[src/rtl/fifo_param.sv]
// -----------------------------------------------------------------------------
// fifo_param : parametrised synchronous FIFO
//
// Purpose
//   Single-clock FIFO of any depth (ENTRIES >= 2, not necessarily a power of
//   two). It reports its occupancy and threshold flags. It keeps sticky
//   overflow/underflow error flags and has a synchronous flush. The read port
//   works in one of two modes: show-ahead (REG_OUT=0) or registered
//   (REG_OUT=1).
//
// Ports
//   clk           in   1     clock, all logic on the rising edge
//   rst           in   1     synchronous reset, active-low
//   clr           in   1     synchronous flush, active-high
//   push          in   1     write request
//   datain        in   BUSW  write data
//   pull          in   1     read request
//   dataout       out  BUSW  read data
//   rd_valid      out  1     REG_OUT=1: dataout holds a word popped last cycle
//   empty         out  1     level == 0
//   full          out  1     level == ENTRIES
//   almost_empty  out  1     level <= AE_THRESH
//   almost_full   out  1     level >= AF_THRESH
//   level         out  LW    occupancy, 0..ENTRIES
//   overflow      out  1     sticky: push attempted while full
//   underflow     out  1     sticky: pull attempted while empty
//
// Handshake: push and pull are requests that the FIFO accepts or refuses.
//   Acceptance uses only the registered state of the FIFO.
//   - A push is accepted when push && !full.
//   - A pull is accepted when pull && !empty.
//   A refused request is dropped and sets its sticky error flag. This also
//   holds when the opposite request is accepted in the same cycle, so a full
//   FIFO never passes a word through. In show-ahead mode, dataout is the head
//   word whenever !empty, and the edge of an accepted pull consumes it.
// -----------------------------------------------------------------------------
module fifo_param #(
    parameter  int BUSW      = 32,
    parameter  int ENTRIES   = 32,
    parameter  int AF_THRESH = 28,
    parameter  int AE_THRESH = 4,
    parameter  int REG_OUT   = 0,
    localparam int LW        = $clog2(ENTRIES + 1)
) (
    input  logic            clk,
    input  logic            rst,
    input  logic            clr,
    input  logic            push,
    input  logic [BUSW-1:0] datain,
    input  logic            pull,
    output logic [BUSW-1:0] dataout,
    output logic            rd_valid,
    output logic            empty,
    output logic            full,
    output logic            almost_empty,
    output logic            almost_full,
    output logic [LW-1:0]   level,
    output logic            overflow,
    output logic            underflow
);

    localparam int PW = $clog2(ENTRIES);

    logic [BUSW-1:0] mem [ENTRIES];
    logic [PW-1:0]   head;
    logic [PW-1:0]   tail;
    logic            push_acc;
    logic            pull_acc;

    // Explicit wrap compare so that non-power-of-two depths work.
    function automatic logic [PW-1:0] next_ptr(input logic [PW-1:0] p);
        return (p == PW'(ENTRIES - 1)) ? '0 : p + 1'b1;
    endfunction

    assign push_acc = push && !full;
    assign pull_acc = pull && !empty;

    // Status flags are decoded from the registered level.
    assign empty        = (level == '0);
    assign full         = (level == LW'(ENTRIES));
    assign almost_empty = (level <= LW'(AE_THRESH));
    assign almost_full  = (level >= LW'(AF_THRESH));

    always_ff @(posedge clk) begin
        if (!rst) begin
            head      <= '0;
            tail      <= '0;
            level     <= '0;
            overflow  <= 1'b0;
            underflow <= 1'b0;
        end else if (clr) begin
            head      <= '0;
            tail      <= '0;
            level     <= '0;
            overflow  <= 1'b0;
            underflow <= 1'b0;
        end else begin
            if (push_acc) head <= next_ptr(head);
            if (pull_acc) tail <= next_ptr(tail);
            case ({push_acc, pull_acc})
                2'b10:   level <= level + LW'(1);
                2'b01:   level <= level - LW'(1);
                default: level <= level;
            endcase
            if (push && full)  overflow  <= 1'b1;
            if (pull && empty) underflow <= 1'b1;
        end
    end

    // Storage has no reset. Writes are blocked during reset and flush.
    always_ff @(posedge clk) begin
        if (rst && !clr && push_acc) mem[head] <= datain;
    end

    generate
        if (REG_OUT != 0) begin : g_reg_out
            always_ff @(posedge clk) begin
                if (!rst) begin
                    dataout  <= '0;
                    rd_valid <= 1'b0;
                end else if (clr) begin
                    rd_valid <= 1'b0;
                end else if (pull_acc) begin
                    dataout  <= mem[tail];
                    rd_valid <= 1'b1;
                end else begin
                    rd_valid <= 1'b0;
                end
            end
        end else begin : g_show_ahead
            assign dataout  = mem[tail];
            assign rd_valid = 1'b0;
        end
    endgenerate

endmodule

[config.mk]
export PLATFORM = sky130hd
export DESIGN_NAME = fifo_param
export DESIGN_NICKNAME = d
export VERILOG_FILES = /design/src/rtl/fifo_param.sv
export SDC_FILE = /design/constraint.sdc
export NUM_CORES = 1
export LEC_CHECK = 0
export CORE_MARGIN = 5
export CORE_UTILIZATION = 47
export CTS_BUF_LIST = sky130_fd_sc_hd__clkbuf_8
export DETAILED_ROUTE_END_ITERATION = 8
export PLACE_DENSITY_LB_ADDON = 0.1
export SLEW_MARGIN = 20
export SYNTH_ARGS = -nofsm -noshare
export SYNTH_HDL_FRONTEND = slang
export SYNTH_SLANG_ARGS = --single-unit
export TNS_END_PERCENT = 1
[constraint.sdc]
create_clock -name clk -period 4.6 [get_ports clk]
set_clock_uncertainty 0.1 [all_clocks]
set_input_delay 0.46 -clock clk [delete_from_list [all_inputs] [get_ports clk]]
set_output_delay 0.46 -clock clk [all_outputs]
set_load 0.02 [all_outputs]
==> metrics, run 1 <==
largest net degree at the start of global routing=91; number of vias per cell=5.94; DRT Wirelength=107000 um; Synth area leaders=edfxtp_1 (76%), mux4_2 (7.1%), mux2_2 (5.4%); Distinct cells, synth=45; most frequent cells in the layout=edfxtp_1 (1024), mux2_2 (193), clkbuf_8 (173); # port buffers=80; Initial Util=0.475; Yosys warning count=0; Num CTS Buffers=172; top-area cell type share of the netlist area=0.759; IO Count=82; maximum root-to-sink buffer count=3; drt first-iter violations=2139; Core Region=0.0854 sq mm; Pleak=14.5 nW; crit end category=output port; Total Power=18.2 mW; Tightest Pin Transition=1.10 ns; # setup viols final=0; Vias=21300; vias in the first global route=21800; EDFF count, synth=1024; total congestion overflow=0; # fillers=6824; Clk Latency, worst-skew pair=0.83 ns; Post-Syn Area=0.0405 sq mm; syn_area_per_cell=19.5 sq um; Fin Hold WS=0.0540 ns; final hold vios=0; syn nets=2126; FMAX=226 MHz; WS Path Type=register to output port; CTS tree=built; commonest non-fill, non-tap cell in the layout=edfxtp_1; number of routed nets with antenna violations=0; RSZ-0062 raised after global routing=false; ys flop type=edfxtp_1; Max-Cap Viols=0; CTS sink cnt=1047; Cells after Synth=2079; Reg clk slew, reported paths=0.06 ns; clk root buf=clkbuf_8; area leader, netlist=edfxtp_1; relative slew slack=0.265; drt wl/cell=29.9 um; Final period util=0.961; worst hold path class=primary input to register; CP Data Arrival Time=3.86 ns; die area=0.0922 sq mm; power per cell area=392 mW/mm^2; synth-to-layout area growth=14.6%; number of remaining DRC errors=0; first-pass GRT wire length=154000 um; Max FO, Critical Path=35; Die X=304 um; TritonRoute pass-1 iters=5; synthesized flop and latch total=1047; layout cells sized above 1=0.276; Req. time, crit path=4.04 ns; maximum vdd ir drop=242 uV; Die H=304 um; Final min period=4.42 ns; dpl hpwl=56500 um; # H-tree levels=4; post-cts hold buffer count=0; fin nets=2348; outcome=finished clean; Fin Setup TNS=0 ns; Slew Limit Fails=0; row count=107; initial antenna violation count=6; CP startpoint kind=register; Async SR Flop Fraction=0; GPL Wtd Cong=0.757; sequential area share after synthesis=0.770; GRT Overall Usage=0.229
## area by class of cell
| class | instances | area, sq um | share of cell area |
|---|---|---|---|
| Clock inverter | 130 | 593 | 0.0128 |
| Multi-Input combinational cell | 899 | 9020 | 0.194 |
| Sequential cell | 1047 | 31200 | 0.672 |
| Clock buffer | 173 | 2380 | 0.0513 |
| Timing Repair Buffer | 173 | 1760 | 0.0380 |
| Inverter | 8 | 30.0 | 0.000646 |
| Tap cell | 1144 | 1430 | 0.0308 |
| Antenna cell | 5 | 12.5 | 0.000269 |
## cell usage after synthesis (35+ instances only)
cell type / count
edfxtp_1: 1024
mux2_2: 193
mux4_2: 128
clkbuf_1: 78
o21ai_0: 71
nor3_1: 68
nor2b_1: 67
o22ai_1: 65
a211oi_1: 64
a22o_1: 64
nor2_1: 49
or4_1: 35
## worst paths after layout
kind                            slack, ns  cells after the start     endpoint       start
worst max-delay path                 0.18                      6  dataout[10]    register
worst min-delay path                 0.05                      1  mem[14][21]  datain[21]
worst max register to register       0.90                      8     level[4]    level[2]
worst min register to register       0.39                      2     overflow    overflow
## power by group
part,leakage (nW),internal (mW),switching [mW]
clock network,1.75,3.55,3.59
registers,9.39,10.5,0.0130
logic,3.39,0.220,0.336
total,14.5,14.3,3.93
## repair_timing
item | in CTS | in global routing
hold endpoints to repair | 0 | 0
endpoints found under the setup margin | 8 | 4
gates resized for setup | 2 | 2
buffers inserted | 1 | 10
gates cloned | 0 | 1
## per-layer routing
metal | vias to the layer above | global-route usage | share of wire
met5 | - | 0 | 0
met2 | 681 | 0.365 | 0.48
met3 | 141 | 0.0420 | 0.064
met4 | 0 | 0.0560 | 0.017
li1 | 9028 | - | -
met1 | 11400 | 0.334 | 0.44
## registers in the layout, summed over array words and instances (netlist names), named ones only
name	count
mem	1024
underflow	1
overflow	1
tail	5
level	6
head	5
## cell families (layout without fill, tap and decap cells)
logic type | count (synthesis) | in the layout | synth area share
AOI/OAI and AO/OA | 290 | 290 | 0.0486
muxes | 325 | 325 | 0.126
and+or+nand+nor | 270 | 270 | 0.0371
adders and majority gates | 10 | 10 | 0.00309
DFF | 1047 | 1047 | 0.770
buffers and inverters | 133 | 484 | 0.0148
other | 1 | 6 | 0.0000925
xor gates and xnor gates | 3 | 3 | 0.000648
## metrics by stage
step,std cells,instance area [sq um],utilization,setup WS [ns]
after global placement,3259,43400,0.508,0.818
after global routing,3575,46400,0.544,0.0520
after floorplan,2079,40500,-,1.19
final,3579,46400,0.544,0.180
after CTS,3563,46400,0.543,0.00408
after detailed placement,3259,43400,0.508,0.807
## critical path, cell delays in order (launching register included)
cell and delay (ns):
dfxtp_4 0.62, nand2b_4 0.49, buf_12 0.35, a211oi_1 0.22, nor3_1 0.10, or4_1 0.62
clkdlybuf4s50_1 0.59
(Power assumes the default switching activity.)
==> run 2, diff against run 1 <==
- CORE_ASPECT_RATIO: not set -> 1.75
- DONT_BUFFER_PORTS: not set -> 1
- GPL_TIMING_DRIVEN: not set -> 1
==> run 2 against run 1 <==
  * Die area rose by 0.25%
  * Wire length fell by 0.98%
  * Clock-buffer cell count fell by 20
  * Global-route usage rose by 0.091 points
  * Largest power group unchanged
==> metrics, run 2 (same netlist as run 1, synthesis figures left out) <==
total congestion overflow=0 (unchanged); row count=142 (+33%); initial antenna violation count=8 (+2); number of routed nets with antenna violations=0 (unchanged); Num CTS Buffers=150 (-13%); first-pass GRT wire length=152000 um (-1.5%); drt wl/cell=30.2 um (+0.88%); commonest non-fill, non-tap cell in the layout=edfxtp_1; Worst Slack Setup Final=0.291 ns (+0.110 ns); Final min period=4.31 ns (-0.110 ns); number of vias per cell=5.92 (-0.27%); top flop regs=mem (1024), level (6); Max FO, Critical Path=50 (+43%); Reg clk slew, reported paths=0.07 ns (about the same); drt first-iter violations=1831 (-14%); Die H=398 um (+31%); RSZ-0062 raised after global routing=false; GPL Wtd Cong=0.766 (+1.1%); quantity of gates resized following cts=0 (-2); dpl ws=0.922 ns (+0.115 ns); Clk Latency, worst-skew pair=0.83 ns (about the same); vias in the first global route=21600 (-1.2%); Fin Hold WS=0.0508 ns (-0.00324 ns); dpl hpwl=58400 um (+3.4%); TritonRoute pass-1 iters=5 (unchanged); crit end category=output port; fin nets=2281 (-2.9%); Slew Limit Fails=0 (unchanged); CP startpoint kind=register; most frequent cells in the layout=edfxtp_1 (1024), mux2_2 (193), clkbuf_8 (153); Max-Cap Viols=0 (unchanged); FMAX=232 MHz (+2.6%); maximum vdd ir drop=284 uV (+17%); synth-to-layout area growth=12.6%; die area=0.0924 sq mm (+0.25%); post-cts hold buffer count=41 (+41); outcome=finished clean; # H-tree levels=4 (unchanged); final hold vios=0 (unchanged); clk root buf=clkbuf_8; CTS sink cnt=1047 (unchanged); number of remaining DRC errors=0 (unchanged); register bank with the most flops=mem; setup bufs post-CTS=0 (-1); Req. time, crit path=4.04 ns (about the same); GRT Overall Usage=0.230 (+0.000909); WS Path Type=register to output port; Pleak=14.1 nW (-2.7%); # port buffers=0 (-100%); Final period util=0.937 (-0.0240); Vias=20800 (-2.1%); power per cell area=388 mW/mm^2 (-0.81%); DRT Wirelength=106000 um (-0.98%); number of flip-flops under the largest register name=1024 (unchanged); CTS tree=built; Die X=232 um (-24%); # setup viols final=0 (unchanged); largest net degree at the start of global routing=83 (-8.8%); Total Power=17.7 mW (-2.5%); relative slew slack=0.270 (+0.00458); IO Count=82 (unchanged); maximum root-to-sink buffer count=3 (unchanged); Fin Setup TNS=0 ns (unchanged); Core Region=0.0856 sq mm (+0.26%); Tightest Pin Transition=1.09 ns (-0.00704 ns); CP Data Arrival Time=3.75 ns (-0.11 ns); Initial Util=0.473 (-0.00123); layout cells sized above 1=0.282 (+0.00613); worst hold path class=primary input to register
==> run 2: cell count changes in the layout (fill, tap and decap cells not counted), moves of 2 or more <==
cell	before	now
clkdlybuf4s50_1	64	0
inv_1	75	55
clkbuf_8	173	153
inv_6	1	6
buf_2	14	18
buf_4	68	71
buf_12	22	20
clkinv_2	7	14
dlygate4sd3_1	0	18
==> run 2: cell type report <==
type / count / area, sq um
inverter: 8 / 30.0
tap: 1152 / 1440
clock buffer: 153 / 2110
multi-input combinational: 899 / 9020
fill: 6940 / 40000
timing repair buffer: 128 / 1230
clock inverter: 121 / 579
antenna: 5 / 12.5
sequential: 1047 / 31200
==> run 2: final timing paths <==
path,startpoint,to,slack (ns),cells past startpoint
hold / removal,datain[13],mem[13][13],0.05,1
setup / recovery,register,dataout[0],0.29,5
hold reg to reg,tail[3],tail[3],0.43,2
setup reg to reg,level[2],level[4],0.88,8
==> run 2: through the flow <==
step                area, sq um   util  std cells
CTS                       45700  0.534       3508
floorplan                 40500      -       2079
finish                    45600  0.533       3513
global placement          42500  0.497       3192
detailed placement        42600  0.497       3193
global route              45600  0.533       3509
==> run 2: layer usage <==
layer	part of all wire	vias up	track usage	wire length, um
met5	0.00035	-	0	37
met4	0.025	6	0.0658	2630
met3	0.058	196	0.0444	6150
met2	0.53	691	0.408	56500
met1	0.38	11000	0.290	40800
li1	-	8882	-	-
==> run 2: where the power goes <==
group,switching (mW),total (mW),leakage [nW],internal (mW)
registers,0.0189,10.5,9.39,10.5
clock network,3.54,6.72,1.55,3.19
logic,0.325,0.509,3.20,0.184
total,3.88,17.7,14.1,13.8
==> run 2: critical path, cell delays in order (launching register included) <==
cell	delay (ns)
dfxtp_4	0.76
buf_12	0.39
buf_4	0.35
mux4_2	0.34
a22o_1	0.24
or4_1	0.70
==> run 3, diff against run 2 <==
- CORE_MARGIN: 5 -> 2
==> run 3 against run 2 <==
  * Design area about the same
  * Sequential cell count stayed put
  * Highest routed layer unchanged
  * Cell count is 0.88% lower
  * Critical path type unchanged
==> metrics, run 3 (same netlist as run 1, synthesis figures left out) <==
outcome=finished clean; Reg clk slew, reported paths=0.07 ns (about the same); worst hold path class=primary input to register; Max FO, Critical Path=25 (-50%); Pleak=14.1 nW (-0.37%); relative slew slack=0.258 (-0.0115); number of routed nets with antenna violations=0 (unchanged); GRT Overall Usage=0.228 (-0.00202); GPL Wtd Cong=0.781 (+2.1%); Initial Util=0.474 (+0.000984); IO Count=82 (unchanged); CTS sink cnt=1047 (unchanged); vias in the first global route=21200 (-1.6%); Die X=226 um (-2.6%); die area=0.0887 sq mm (-4.1%); row count=142 (unchanged); Slew Limit Fails=0 (unchanged); fin nets=2271 (-0.44%); worst path cell trace=buf_4 -> mux4_2 -> a22o_1 -> or4_1; CP Data Arrival Time=3.62 ns (-0.13 ns); crit-path max cell delay=0.75 ns (about the same); Req. time, crit path=4.04 ns (about the same); WP buf/inv=1 (-1); Max-Cap Viols=0 (unchanged); first-pass GRT wire length=143000 um (-5.4%); Clk Latency, worst-skew pair=0.82 ns (about the same); power per cell area=386 mW/mm^2 (-0.66%); CP delay by family, top=flip-flops; setup bufs post-CTS=0 (unchanged); quantity of gates resized following cts=0 (unchanged); DRT Wirelength=98700 um (-6.9%); maximum root-to-sink buffer count=3 (unchanged); largest net degree at the start of global routing=89 (+7.2%); post-cts hold buffer count=51 (+24%); WS Path Type=register to output port; # port buffers=0 (unchanged); TritonRoute pass-1 iters=7 (+2); final hold vios=0 (unchanged); Final min period=4.18 ns (-0.134 ns); Core Region=0.0855 sq mm (-0.21%); Num CTS Buffers=148 (-1.3%); register bank with the most flops=mem; Tightest Pin Transition=1.11 ns (+0.0209 ns); Final period util=0.908 (-0.0291); crit end category=output port; most frequent cells in the layout=edfxtp_1 (1024), mux2_2 (193), clkbuf_8 (158); Die H=392 um (-1.5%); Vias=20300 (-2.6%); CP startpoint kind=register; clk root buf=clkbuf_8; commonest non-fill, non-tap cell in the layout=edfxtp_1; drt wl/cell=28.4 um (-6.1%); drt first-iter violations=1502 (-18%); number of remaining DRC errors=0 (unchanged); initial antenna violation count=9 (+1); FMAX=239 MHz (+3.2%); # H-tree levels=4 (unchanged); number of vias per cell=5.82 (-1.7%); synth-to-layout area growth=12.6% (about the same); number of flip-flops under the largest register name=1024 (unchanged); total congestion overflow=0 (unchanged); Final Core Density=0.534 (+0.00112); layout cells sized above 1=0.275 (-0.00766); # setup viols final=0 (unchanged); dpl hpwl=55000 um (-5.8%); CTS tree=built; top flop regs=mem (1024), level (6); RSZ-0062 raised after global routing=false; critical path's slowest cell=dfxtp_4; Fin Setup TNS=0 ns (unchanged); maximum vdd ir drop=236 uV (-17%)
-- run 3: cell types whose count changed in the layout (fill, tap and decap cells not counted), sizes merged --
cell,previous run,this run
clkinvlp,5,3
clkbuf,153,158
diode,5,3
clkinv,57,44
inv,66,55
buf,110,95
dlygate4sd3,18,25
-- run 3: final cells by class --
cell class,instances,area (sq um)
Inverter,8,30.0
Sequential cell,1047,31200
Tap cell,1152,1440
Clock inverter,95,412
Fill cell,6744,39800
Timing Repair Buffer,120,1340
Antenna cell,3,7.51
Clock buffer,158,2170
Multi-Input combinational cell,899,9020
-- run 3: power breakdown --
group | switching (mW) | leakage [nW] | internal, mW | total, mW
Combinational | 0.335 | 3.20 | 0.203 | 0.539
Sequential | 0.0193 | 9.39 | 10.5 | 10.5
Clock | 3.38 | 1.50 | 3.20 | 6.58
-- run 3: per-layer routing --
metal / vias to the layer above / GRT usage / share of wire
met1: 10700 / 0.289 / 0.40
li1: 8815 / - / -
met4: 6 / 0.0589 / 0.020
met3: 156 / 0.0478 / 0.052
met2: 565 / 0.399 / 0.53
met5: - / 0 / 0.00045
-- run 3: worst paths after layout --
path	startpoint	cells past startpoint	slack, ns	end
min reg2reg	tail[3]	2	0.42	tail[3]
max reg2reg	level[2]	8	0.87	level[4]
min	datain[28]	1	0.06	mem[28][28]
max	register	4	0.42	dataout[26]
-- run 3: metrics by stage --
stage / total power, mW / instance area, sq um / cells / worst slack (ns) / hold slack (ns)
global route: 18.2 / 45600 / 3481 / 0.223 / 0.0297
CTS: 17.8 / 45700 / 3479 / 0.293 / 0.103
floorplan: 11.0 / 40500 / 2079 / 1.19 / 0.368
detailed placement: 11.1 / 42400 / 3175 / 0.904 / 0.404
global placement: 11.1 / 42400 / 3175 / 0.980 / 0.401
finish: 17.6 / 45600 / 3482 / 0.424 / 0.0635
